===== src/rtl/apa_pkg.sv =====
// Shared constants and types for the APA filter sequencer and the APA_Filter datapath.
// FILT_LAT lives here so the controller and the filter always agree on the result latency.
package apa_pkg;

  localparam int DEF_DATA_W   = 16;
  localparam int DEF_CNT_W    = 16;
  localparam int DEF_FILT_LAT = 2;

  typedef enum logic [2:0] {
    ST_IDLE,
    ST_WAIT_IN,
    ST_ISSUE,
    ST_WAIT_FILT,
    ST_OUTPUT,
    ST_DONE
  } apa_ctrl_state_t;

endpackage


===== src/rtl/apa_filter_ctrl.sv =====
// Sequencer in front of APA_Filter: takes (noisy, desired) pairs, strobes the filter,
// waits its fixed latency, and returns filtered sample and weight over valid/ready.
module apa_filter_ctrl
#(
  parameter int DATA_W   = apa_pkg::DEF_DATA_W,
  parameter int CNT_W    = apa_pkg::DEF_CNT_W,
  parameter int FILT_LAT = apa_pkg::DEF_FILT_LAT
)
(
  input  logic              clk,
  input  logic              reset,
  input  logic              start,
  input  logic              abort,
  input  logic [CNT_W-1:0]  block_len,
  input  logic [CNT_W-1:0]  train_len,
  input  logic              in_valid,
  output logic              in_ready,
  input  logic [DATA_W-1:0] in_noisy,
  input  logic [DATA_W-1:0] in_desired,
  output logic [DATA_W-1:0] flt_noisy,
  output logic [DATA_W-1:0] flt_desired,
  output logic              flt_strobe,
  output logic              flt_adapt,
  input  logic [DATA_W-1:0] flt_out,
  input  logic [DATA_W-1:0] flt_weight,
  output logic              out_valid,
  input  logic              out_ready,
  output logic [DATA_W-1:0] out_filtered,
  output logic [DATA_W-1:0] out_weight,
  output logic              busy,
  output logic              done,
  output logic [CNT_W-1:0]  sample_cnt
);

  import apa_pkg::*;

  localparam int LAT_W = (FILT_LAT < 2) ? 1 : $clog2(FILT_LAT + 1);

  apa_ctrl_state_t  state;
  logic [CNT_W-1:0] block_lat;
  logic [CNT_W-1:0] train_lat;
  logic [LAT_W-1:0] lat_cnt;
  logic [CNT_W-1:0] cnt_inc;

  assign cnt_inc = sample_cnt + CNT_W'(1);

  // Every output is a register updated alongside the state, so nothing combinational
  // reaches the ports. A zero-length block enters DONE with done still low and raises
  // it there, so its pulse lands two cycles after start.
  always_ff @(posedge clk or negedge reset) begin
    if (!reset) begin
      state        <= ST_IDLE;
      block_lat    <= '0;
      train_lat    <= '0;
      lat_cnt      <= '0;
      in_ready     <= 1'b0;
      flt_noisy    <= '0;
      flt_desired  <= '0;
      flt_strobe   <= 1'b0;
      flt_adapt    <= 1'b0;
      out_valid    <= 1'b0;
      out_filtered <= '0;
      out_weight   <= '0;
      busy         <= 1'b0;
      done         <= 1'b0;
      sample_cnt   <= '0;
    end else if (abort) begin
      state      <= ST_IDLE;
      in_ready   <= 1'b0;
      flt_strobe <= 1'b0;
      flt_adapt  <= 1'b0;
      out_valid  <= 1'b0;
      busy       <= 1'b0;
      done       <= 1'b0;
    end else begin
      case (state)
        ST_IDLE: begin
          if (start) begin
            block_lat  <= block_len;
            train_lat  <= train_len;
            sample_cnt <= '0;
            busy       <= 1'b1;
            if (block_len == '0) begin
              state <= ST_DONE;
            end else begin
              state    <= ST_WAIT_IN;
              in_ready <= 1'b1;
            end
          end
        end

        ST_WAIT_IN: begin
          if (in_valid && in_ready) begin
            flt_noisy   <= in_noisy;
            flt_desired <= in_desired;
            in_ready    <= 1'b0;
            flt_strobe  <= 1'b1;
            flt_adapt   <= (sample_cnt < train_lat);
            state       <= ST_ISSUE;
          end
        end

        ST_ISSUE: begin
          flt_strobe <= 1'b0;
          flt_adapt  <= 1'b0;
          lat_cnt    <= LAT_W'(FILT_LAT);
          state      <= ST_WAIT_FILT;
        end

        // The cycle in which the counter steps from 1 to 0 is the one where the
        // filter result is valid, FILT_LAT cycles after the strobe.
        ST_WAIT_FILT: begin
          lat_cnt <= lat_cnt - LAT_W'(1);
          if (lat_cnt == LAT_W'(1)) begin
            out_filtered <= flt_out;
            out_weight   <= flt_weight;
            out_valid    <= 1'b1;
            state        <= ST_OUTPUT;
          end
        end

        ST_OUTPUT: begin
          if (out_ready) begin
            out_valid  <= 1'b0;
            sample_cnt <= cnt_inc;
            if (cnt_inc == block_lat) begin
              state <= ST_DONE;
              done  <= 1'b1;
            end else begin
              state    <= ST_WAIT_IN;
              in_ready <= 1'b1;
            end
          end
        end

        ST_DONE: begin
          if (done) begin
            done  <= 1'b0;
            busy  <= 1'b0;
            state <= ST_IDLE;
          end else begin
            done <= 1'b1;
          end
        end

        default: begin
          state <= ST_IDLE;
        end
      endcase
    end
  end

endmodule

===== config.mk =====
export PLATFORM = sky130hd
export DESIGN_NAME = apa_filter_ctrl
export DESIGN_NICKNAME = d
export VERILOG_FILES = /design/src/rtl/apa_pkg.sv /design/src/rtl/apa_filter_ctrl.sv
export SDC_FILE = /design/constraint.sdc
export NUM_CORES = 1
export LEC_CHECK = 0
export CORE_UTILIZATION = 35
export CTS_CLUSTER_SIZE = 20
export DETAILED_ROUTE_END_ITERATION = 12
export PLACE_DENSITY = 0.64
export SLEW_MARGIN = 30
export SYNTH_ARGS = -nofsm -noshare
export SYNTH_HDL_FRONTEND = slang
export SYNTH_SLANG_ARGS = --single-unit
export TNS_END_PERCENT = 50

===== constraint.sdc =====
create_clock -name clk -period 3.2 [get_ports clk]
set_input_delay 0.8 -clock clk [delete_from_list [all_inputs] [get_ports clk]]
set_output_delay 0.8 -clock clk [all_outputs]
set_load 0.02 [all_outputs]

==> results of run 1 <==
-- synth_stat cells (2+ instances only) --
cell type | n | area (µm²)
sky130_fd_sc_hd__nor3b_1 | 2 | 15.0
sky130_fd_sc_hd__o21ai_0 | 34 | 170
sky130_fd_sc_hd__nand3_1 | 9 | 45.0
sky130_fd_sc_hd__mux2i_1 | 3 | 30.0
sky130_fd_sc_hd__nand4_1 | 6 | 37.5
sky130_fd_sc_hd__nor3_1 | 12 | 60.1
sky130_fd_sc_hd__a21oi_1 | 12 | 60.1
sky130_fd_sc_hd__xnor2_1 | 14 | 123
sky130_fd_sc_hd__a211oi_1 | 3 | 22.5
sky130_fd_sc_hd__clkbuf_8 | 2 | 27.5
sky130_fd_sc_hd__dfrtp_1 | 123 | 3080
sky130_fd_sc_hd__xor2_1 | 7 | 61.3
sky130_fd_sc_hd__buf_1 | 4 | 15.0
sky130_fd_sc_hd__nand2_1 | 32 | 120
sky130_fd_sc_hd__nor2_1 | 22 | 82.6
sky130_fd_sc_hd__nand2b_1 | 10 | 62.6
sky130_fd_sc_hd__ha_1 | 17 | 213
sky130_fd_sc_hd__a22oi_1 | 2 | 15.0
sky130_fd_sc_hd__mux2_2 | 97 | 1090
sky130_fd_sc_hd__o31ai_1 | 5 | 37.5
sky130_fd_sc_hd__clkbuf_1 | 16 | 60.1
sky130_fd_sc_hd__buf_2 | 2 | 10.0
sky130_fd_sc_hd__nor4_1 | 7 | 43.8
sky130_fd_sc_hd__a211o_1 | 2 | 17.5
sky130_fd_sc_hd__nor2b_1 | 4 | 25.0
sky130_fd_sc_hd__inv_1 | 21 | 78.8
sky130_fd_sc_hd__a31oi_1 | 4 | 25.0
sky130_fd_sc_hd__a21o_1 | 8 | 60.1
-- layout make-up --
type | instances | area (µm²)
well taps | 220 | 275
multi-input cells | 337 | 2670
inverters | 21 | 78.8
clock buffers | 23 | 488
clock inverters | 9 | 136
flip-flops and latches | 123 | 3080
fillers | 1433 | 7840
repair buffers | 200 | 2020
-- report_power, final --
part / leakage (nW) / switching (mW) / internal, mW / total, mW
Clock: 0.288 / 0.693 / 1.31 / 2.00
Sequential: 1.61 / 0.377 / 2.07 / 2.45
Combinational: 1.92 / 1.08 / 1.28 / 2.36
Total: 3.81 / 2.15 / 4.66 / 6.81
-- through the flow --
| step | total power, mW | setup WS [ns] |
|---|---|---|
| after floorplan | 3.76 | 0.520 |
| after global placement | 4.77 | 0.525 |
| after detailed placement | 4.84 | 0.456 |
| after CTS | 6.90 | 0.438 |
| after global routing | 7.20 | 0.278 |
| final | 6.81 | 0.429 |
-- registers in the layout (all words and copies together) (netlist names), 2 cells and up --
name,cells
flt_noisy,16
state,3
sample_cnt,16
out_filtered,16
out_weight,16
block_lat,16
train_lat,16
lat_cnt,2
flt_desired,16
-- layout by cell type, fill, tap and decap left out, types with 12 or more instances in the layout --
cell type / netlist / final
sky130_fd_sc_hd__a21oi_1: 12 / 12
sky130_fd_sc_hd__inv_1: 21 / 21
sky130_fd_sc_hd__xnor2_1: 14 / 14
sky130_fd_sc_hd__clkbuf_16: 0 / 17
sky130_fd_sc_hd__nor3_1: 12 / 12
sky130_fd_sc_hd__nor2_1: 22 / 21
sky130_fd_sc_hd__nand2_1: 32 / 32
sky130_fd_sc_hd__mux2_2: 97 / 97
sky130_fd_sc_hd__ha_1: 17 / 17
sky130_fd_sc_hd__dfrtp_1: 123 / 123
sky130_fd_sc_hd__clkdlybuf4s50_1: 0 / 186
sky130_fd_sc_hd__o21ai_0: 34 / 34
-- worst max-delay path: stages (launching register included) --
cell and delay [ns]:
sky130_fd_sc_hd__dfrtp_1 0.62, sky130_fd_sc_hd__and3_4 0.32, sky130_fd_sc_hd__nand3_2 0.13, sky130_fd_sc_hd__nor4_1 0.62
sky130_fd_sc_hd__xnor2_1 0.19, sky130_fd_sc_hd__or4_4 0.54, sky130_fd_sc_hd__a221oi_2 0.26
-- kinds of logic (layout without fill, tap and decap cells) --
| family | after synthesis | in the layout | share of synthesized area |
|---|---|---|---|
| flip-flops | 123 | 123 | 0.518 |
| AND/OR/NAND/NOR | 116 | 116 | 0.104 |
| XOR/XNOR | 21 | 21 | 0.0310 |
| buffers and inverters | 46 | 253 | 0.0335 |
| multiplexers | 100 | 100 | 0.189 |
| AO/OA/AOI/OAI | 83 | 83 | 0.0887 |
| adder cells (fa/ha/maj) | 17 | 17 | 0.0358 |
-- path summary, 6_finish.rpt --
kind                                        startpoint                           to
setup reg to reg             sample_cnt[2]$_DFFE_PN0P_             done$_DFFE_PN0P_
min in group clk           out_filtered[2]$_DFFE_PN0P_  out_filtered[2]$_DFFE_PN0P_
setup / recovery             sample_cnt[2]$_DFFE_PN0P_             done$_DFFE_PN0P_
max in group asynchronous                        reset     block_lat[5]$_DFFE_PN0P_
hold / removal                                   reset     train_lat[4]$_DFFE_PN0P_
hold reg to reg            out_filtered[2]$_DFFE_PN0P_  out_filtered[2]$_DFFE_PN0P_
-- routing by layer --
layer	wire length, µm	share of wire
met3	1560	0.098
met5	0	0
met4	232	0.015
met2	7840	0.49
met1	6220	0.39
==> impl.org, run 1 <==
** Timing
- Period minus WS final :: 2.77 ns
- Count of final hold-check violations :: 0
- Setup violations remaining at the end of the flow were counted as 0.
- Final hold slack :: 0.435 ns
- In the finished design, the share of the clock period the worst path needs comes to 0.866.
- Max-slew violations :: 0
- Skew final :: 0.00634 ns
- Setup repair after global routing left no endpoint under its margin.
- In the final timing run, aggregate negative setup slack is 0 ns.
- For the pin with the worst max-slew slack, the measured transition is 0.717 ns.
- For this run, the top clock speed supported by timing is 361 MHz.
- Measured against its own limit, the worst slew margin works out to 0.522.

** Layout
- The finished layout holds 933 standard cells, fillers aside.
- In the final layout, the share of cells above drive strength 1 is 0.216.
- Number of diodes added for antenna fixing :: 0
- Finished Core Util :: 0.527
- Relative to the synthesized area, the layout overhead comes to 47.2%.
- Post-route standard cell area excluding fillers :: 8750 µm²
- Layout Nets :: 819

** Setup path
- CP required :: 3.51 ns
- Critical Path AT :: 3.08 ns
- Counting cells, the worst reg-to-reg path comes to 6.
- CP Max Fanout :: 11
- The worst setup path is captured at a register.
- The critical path is of the register to register type.
- STA classifies the critical path startpoint as a register.
- Worst reg2reg setup slack :: 0.43 ns

** Hold path
- The tightest min-delay check is of the primary input to async pin type.

** Logic synthesis
- Number of enable-type register cells in the synthesized netlist :: 0
- The mapped netlist covers 5940 µm².
- Synthesized area divided by synthesized cell count :: 11.7 µm²
- After technology mapping, the gate count stands at 506.
- Of the synthesized area, sequential elements account for 0.518.
- Top_reg_cell synth :: sky130_fd_sc_hd__dfrtp_1
- Counting flops with an async set or reset pin after synthesis yields a share of 1.00.
- Yosys printed 0 warnings.
- Post-synthesis sequential element count :: 123
- Number of nets produced by synthesis :: 625
- Synth unique cells :: 54

** Route
- Antenna-violating nets left :: 0
- Count of TritonRoute iterations in the first routing pass :: 4
- In the routed layout, each cell is associated on average with a via count of 5.04.
- After detailed routing, the average wire length per cell comes to 17.0 µm.
- Total via count in the routed design :: 4,705
- Sum of routed wire length over all layers :: 15,900 µm
- In this run, the number of DRC markers left after iteration 0 of detailed routing was 235.
- Remaining DRCs :: 0

** Power and ir drop
- Worst ir drop on vdd :: 500 µV
- In this run the power density over the cells is 779 nW/µm².
- Leakage power total :: 3.81 nW

** Floorplan
- Boundary Pins :: 188
- Placement row count :: 47
- In this run the vertical extent of the chip is 132 µm.
- Overall die area :: 17,500 µm²
- Initial core utilization :: 0.358
- Measured along the x axis, the die boundary spans 132 µm.
- Floorplan core area :: 16,600 µm²

** Placed design
- Area of placed instances :: 8120 µm²
- Count of buffers from port buffering :: 187
- Number of placed cells counting well taps :: 901
- Summed over all nets, the half-perimeter wirelength after detailed placement is 11,500 µm.
- Final GP Congestion :: 0.865

** Clocking
- Count of H-tree levels built during CTS :: 4
- TritonCTS sink count :: 123
- TritonCTS clock tree :: built
- Clock-pin slew on the worst setup and hold paths :: 0.05 ns
- Hold repair after CTS inserted 0 buffers.
- Library cell used as clock root buffer :: sky130_fd_sc_hd__clkbuf_16
- The later pin in the worst-skew pair is clocked with a latency of 0.41 ns.
- Clock tree buffer depth :: 2
- In this run the post-CTS setup repair buffer count came out at 0.
- Number of buffers inserted during clock tree synthesis :: 17
- In this run, post-CTS repair resized a total of 0 instances.

** Global routing
- Pin count of the biggest net entering global routing :: 124
- Global-route wire length before repair :: 26,000 µm
- For this run, global-route usage on met2 was measured as 0.320.
- In the global route stage, met1 resource usage came out at 0.214.
- The via count of the first global-routing pass was 4,987.
- Total routing usage reported by global routing :: 0.190
- GRT Max-Usage Layer :: met2
- Number of antenna violations at the first check in global routing :: 0
- M3 GR Usage :: 0.0857
- Summed over all layers, the global routing overflow is 0.

** Run status
- Status :: complete, no violations

** Flow run
- Across the run, the number of max-cap violations was 0.
Power figures use the tool's default switching activity.
==> run 2: changes to the inputs <==
- CAP_MARGIN: default -> 20
==> results of run 2 <==
The final DEF is identical to that of run 1; final timing and power are the same.
==> run 3: changes to the inputs <==
- HOLD_SLACK_MARGIN: default -> 0.06
==> results of run 3 <==
The final DEF is identical to that of run 1; final timing and power are the same.
